`src/rtl/memory_access_stage.sv`:
```
// ----------------------------------------------------------------------------
// memory_access_stage
//
// Pipeline MEM stage that sequences one data-memory access per EX/MEM
// instruction through a small IDLE -> BUSY -> DONE machine. It stalls the
// pipeline until the memory acknowledges or a timeout expires. Store data is
// forwarded from MEM/WB when the store source register is being written back.
//
// Memory handshake: o_dmem_req rises on the edge that enters BUSY and stays
// high, with o_dmem_we/o_dmem_addr/o_dmem_wdata held constant, until the edge
// after the cycle in which i_dmem_ack is sampled high (a one-cycle pulse) or
// the timeout fires. i_dmem_rdata is only looked at while i_dmem_ack=1, and
// i_dmem_ack is ignored outside BUSY.
//
// Ports
//   i_clk, i_rst_n        clock, asynchronous active-low reset
//   i_mem_read_xm         EX/MEM load in flight
//   i_mem_write_xm        EX/MEM store in flight (wins over read)
//   i_addr_xm             word address
//   i_store_data_xm       store operand from EX/MEM
//   i_store_reg_xm        source register of the store operand
//   i_reg_write_mw        MEM/WB write enable
//   i_write_reg_mw        MEM/WB destination register
//   i_wb_data_mw          MEM/WB writeback value
//   i_dmem_ack            memory completion pulse
//   i_dmem_rdata          memory read data
//   o_dmem_req/we/addr/wdata  registered memory request
//   o_mem_data_xm         load result (buffer while DONE, else 0)
//   o_stall               combinational pipeline freeze
//   o_bus_err             sticky timeout flag
//   o_state               current FSM state (0 IDLE, 1 BUSY, 2 DONE)
// ----------------------------------------------------------------------------
module memory_access_stage #(
  parameter int TIMEOUT = 15
) (
  input  logic        i_clk,
  input  logic        i_rst_n,
  input  logic        i_mem_read_xm,
  input  logic        i_mem_write_xm,
  input  logic [15:0] i_addr_xm,
  input  logic [15:0] i_store_data_xm,
  input  logic [3:0]  i_store_reg_xm,
  input  logic        i_reg_write_mw,
  input  logic [3:0]  i_write_reg_mw,
  input  logic [15:0] i_wb_data_mw,
  input  logic        i_dmem_ack,
  input  logic [15:0] i_dmem_rdata,
  output logic        o_dmem_req,
  output logic        o_dmem_we,
  output logic [15:0] o_dmem_addr,
  output logic [15:0] o_dmem_wdata,
  output logic [15:0] o_mem_data_xm,
  output logic        o_stall,
  output logic        o_bus_err,
  output logic [1:0]  o_state
);

  typedef enum logic [1:0] {
    ST_IDLE = 2'd0,
    ST_BUSY = 2'd1,
    ST_DONE = 2'd2
  } state_t;

  // Last counter value allowed in BUSY before the access is abandoned.
  localparam logic [3:0] LP_LAST = 4'(TIMEOUT - 1);

  state_t      r_state;
  logic [3:0]  r_cnt;
  logic        r_req;
  logic        r_we;
  logic [15:0] r_addr;
  logic [15:0] r_wdata;
  logic [15:0] r_buf;
  logic        r_bus_err;

  logic        w_access;
  logic        w_fwd_hit;
  logic [15:0] w_fwd_data;

  assign w_access = i_mem_read_xm | i_mem_write_xm;

  // Register 0 is hardwired, so a write-back to it never forwards.
  assign w_fwd_hit  = i_mem_write_xm & i_reg_write_mw &
                      (i_write_reg_mw == i_store_reg_xm) &
                      (i_store_reg_xm != 4'd0);
  assign w_fwd_data = w_fwd_hit ? i_wb_data_mw : i_store_data_xm;

  always_ff @(posedge i_clk or negedge i_rst_n) begin
    if (!i_rst_n) begin
      r_state   <= ST_IDLE;
      r_cnt     <= 4'd0;
      r_req     <= 1'b0;
      r_we      <= 1'b0;
      r_addr    <= 16'h0000;
      r_wdata   <= 16'h0000;
      r_buf     <= 16'h0000;
      r_bus_err <= 1'b0;
    end else begin
      case (r_state)
        ST_IDLE: begin
          if (w_access) begin
            // Forwarding is sampled only here; wdata then stays frozen.
            r_state <= ST_BUSY;
            r_req   <= 1'b1;
            r_we    <= i_mem_write_xm;
            r_addr  <= i_addr_xm;
            r_wdata <= w_fwd_data;
            r_cnt   <= 4'd0;
          end
        end
        ST_BUSY: begin
          if (i_dmem_ack) begin
            // Ack beats a coincident timeout: data kept, no error raised.
            r_state <= ST_DONE;
            r_req   <= 1'b0;
            if (!r_we) begin
              r_buf <= i_dmem_rdata;
            end
          end else if (r_cnt == LP_LAST) begin
            r_state   <= ST_DONE;
            r_req     <= 1'b0;
            r_buf     <= 16'hFFFF;
            r_bus_err <= 1'b1;
          end else begin
            r_cnt <= r_cnt + 4'd1;
          end
        end
        ST_DONE: begin
          r_state <= ST_IDLE;
        end
        default: begin
          r_state <= ST_IDLE;
          r_req   <= 1'b0;
        end
      endcase
    end
  end

  assign o_stall       = ((r_state == ST_IDLE) & w_access) | (r_state == ST_BUSY);
  assign o_mem_data_xm = (r_state == ST_DONE) ? r_buf : 16'h0000;
  assign o_dmem_req    = r_req;
  assign o_dmem_we     = r_we;
  assign o_dmem_addr   = r_addr;
  assign o_dmem_wdata  = r_wdata;
  assign o_bus_err     = r_bus_err;
  assign o_state       = r_state;

endmodule

```
`config.mk`:
```
export PLATFORM = sky130hd
export DESIGN_NAME = memory_access_stage
export DESIGN_NICKNAME = d
export VERILOG_FILES = /design/src/rtl/memory_access_stage.sv
export SDC_FILE = /design/constraint.sdc
export NUM_CORES = 1
export LEC_CHECK = 0
export CAP_MARGIN = 20
export CORE_MARGIN = 2
export CORE_UTILIZATION = 30
export CTS_CLUSTER_SIZE = 25
export DETAILED_ROUTE_END_ITERATION = 7
export GPL_TIMING_DRIVEN = 0
export HOLD_SLACK_MARGIN = 0.06
export PLACE_DENSITY = 0.57
export SETUP_SLACK_MARGIN = 0.02
export SKIP_CTS_REPAIR_TIMING = 1
export SLEW_MARGIN = 20
export SYNTH_ARGS = -nofsm -noshare
export SYNTH_HDL_FRONTEND = slang
export SYNTH_SLANG_ARGS = --single-unit
export TNS_END_PERCENT = 5
```
`constraint.sdc`:
```
create_clock -name i_clk -period 3.89 [get_ports i_clk]
set_clock_uncertainty 0.05 [all_clocks]
set_input_delay 0.5835 -clock i_clk [delete_from_list [all_inputs] [get_ports i_clk]]
set_output_delay 0.5835 -clock i_clk [all_outputs]
set_load 0.01 [all_outputs]
```
==> impl_metrics.yaml <==
outcome:
  status: "complete, no violations"
timing:
  layout_setup_ws_ps: 1040
  hold_viol_final: 0
  timing.final.crit_share_pct: 73.1
  slew_headroom_pct: 69.1
  setup_violations: 0
  fmax_mhz: 351
  worst_pin_slew_ps: 462
  grt_setup_unrepaired: "no"
  fin_tns_setup_ps: 0
  slew_violations: 0
  hold_slack_ps: 411
  min_period_ps: 2850
yosys:
  synth_top_area_share_pct: 49.5
  yosys-top-cells-area: "dfrtp_1, a31oi_1, nand2_1, nor2_1, o31ai_2"
  seq_area_frac_synth_pct: 49.5
  ys_seq_elements: 57
  yosysTopAreaCell: "dfrtp_1"
  syn_avg_cell_area_um2: 9.39
  synth-async-reset-ratio_pct: 100
  synth_edf_count: 0
  synth.net_count: 387
  syn_area_um2: 2880
  netlist_instances: 307
  synth_cell_types: 42
  yosysWarningCount: 0
  synthFlopType: "dfrtp_1"
layout:
  nNetsFinal: 531
  drive_above_1_share_pct: 12.1
  area_delta_synth_final_pct: 60.2
  diodes: 0
power:
  p_switching_mw: 0.991
  swShare_pct: 34.0
  ir_drop_mv: 0.222
  power_density_nw_per_um2: 631
  p_clk_share_pct: 21.8
  comb_power_share_pct: 44.4
  pwr-share-seq_pct: 33.8
  p_leak_nw: 1.97
  intPower_mw: 1.93
global_route:
  grt_max_degree: 53
  overflow: 0
  grt_pass1_wl_um: 12800
  grt_util_all_layers_pct: 15.7
  grt_pass1_vias: 2630
  antenna_found_initial: 0
clocking:
  cts_tree: "built"
  clock-sinks: 57
  clkTransAtPathRegs_ps: 60
  htreeDepth: 3
  cts-buffers-inserted: 9
  cts-root-buf: "clkbuf_8"
  clock_path_buffers: 2
  insertion_delay_ps: 330
drt:
  viasPerCell: 4.66
  drtPass1Iterations: 4
  routedWlPerCell_um: 13.9
  drtIter0Drc: 90
  post-route-drc-count: 0
  antenna_left: 0
  routed_wl_um: 8130
  vias: 2725
floorplanning:
  die_w_um: 102
  io_pins: 132
  rows: 35
  die_area_um2: 10400
  core_area_um2: 9280
  start_util_pct: 31.1
  die_h_um: 102
place:
  post-dp-hpwl_um: 6110
  place_ws_ps: 1320
  gp_congestion: 0.765
  io_buffers: 131
setup_path:
  cp-end-kind: "output pin"
  arrival_ps: 2210
  critPathKind: "reg2out"
  startpoint_type: "flop"
  required_ps: 3260
  path_max_fanout: 10
min_path:
  hp-class: "reg2reg"
job:
  cap_viol_max_count: 0
-- critical path: stages (launching register included) --
cell             delay [ps]
dfrtp_1                 470
nor2b_1                 420
clkbuf_1                290
and2_1                  160
clkdlybuf4s50_1         540
-- logic make-up after synthesis --
logic type	synth area share, %
flip-flops	49.5
XOR/XNOR	1.17
AO/OA/AOI/OAI	16.3
buffers and inverters	7.55
AND/OR/NAND/NOR	23.5
multiplexers	1.13
adder cells (fa/ha/maj)	0.868
-- final timing paths --
path                       slack, ps                to  startpoint  cells past startpoint
setup reg to reg                2240   o_dmem_wdata[5]  o_state[0]                      5
max in group asynchronous       2760          r_cnt[1]     i_rst_n                      3
hold / removal                   410         o_bus_err   o_bus_err                      1
setup / recovery                1040  o_mem_data_xm[8]  o_state[0]                      4
hold reg to reg                  410         o_bus_err   o_bus_err                      1
min in group asynchronous        560   o_dmem_addr[11]     i_rst_n                      2
-- per-stage QoR --
stage	total power, mW	area, µm²	util (%)	instances
final	2.92	4620	49.8	585
after global routing	3.13	4620	49.8	585
after CTS	2.96	4610	49.6	584
after detailed placement	2.31	4380	47.2	568
after global placement	2.29	4360	46.9	567
after floorplan	1.60	2880	-	307
-- per-layer routing --
| layer | share of wire (%) | track usage [%] | up-vias |
|---|---|---|---|
| li1 | - | - | 1338 |
| met1 | 45 | 20.3 | 1261 |
| met2 | 44 | 24.5 | 115 |
| met3 | 9.1 | 5.27 | 11 |
| met4 | 1.6 | 6.05 | 0 |
| met5 | 0 | 0 | - |
-- synth_stat cells (2+ instances only) --
library cell / count
a31oi_1: 32
and2_1: 16
and3_1: 2
buf_2: 8
buf_4: 5
buf_6: 3
clkbuf_1: 4
dfrtp_1: 57
ha_1: 2
inv_1: 19
mux2_1: 2
nand2_1: 51
nand2b_1: 4
nand3_1: 2
nand4_1: 16
nor2_1: 43
o31ai_1: 6
o31ai_2: 9
or2_1: 2
xor2_1: 2
-- final cells by class --
class	count	area, µm²
well taps	129	161
fillers	899	4660
clock buffers	11	151
repair buffers	133	1350
flip-flops and latches	57	1430
clock inverters	5	77.6
plain buffers	21	146
inverters	19	71.3
multi-input cells	210	1240
-- cells in the final DEF (no fill, tap or decap), types with 3 or more instances in the layout --
cell,instances
o31ai_1,6
o31ai_2,9
buf_2,8
and2_1,16
nor2_1,43
clkbuf_1,4
nand4_1,16
nand2_1,51
dfrtp_1,57
buf_4,6
clkdlybuf4s50_1,130
a31oi_1,32
nand2b_1,4
buf_6,3
inv_1,19
clkbuf_8,11
-- state kept, by name, summed over array words and instances, names as in the netlist --
register and count:
o_dmem_addr 16, o_dmem_wdata 16, r_buf 16, r_cnt 4, o_state 2, o_bus_err 1, o_dmem_req 1, o_dmem_we 1
-- power groups by stage --
stage               Clock, mW  Combinational [mW]  Sequential, mW
floorplan                   0               0.538            1.06
global placement            0                1.30           0.987
detailed placement          0                1.31           0.998
CTS                     0.654                1.32           0.991
global route            0.682                1.43            1.02
finish                  0.636                1.29           0.986
Note: power is estimated with default switching activity, not from simulation.
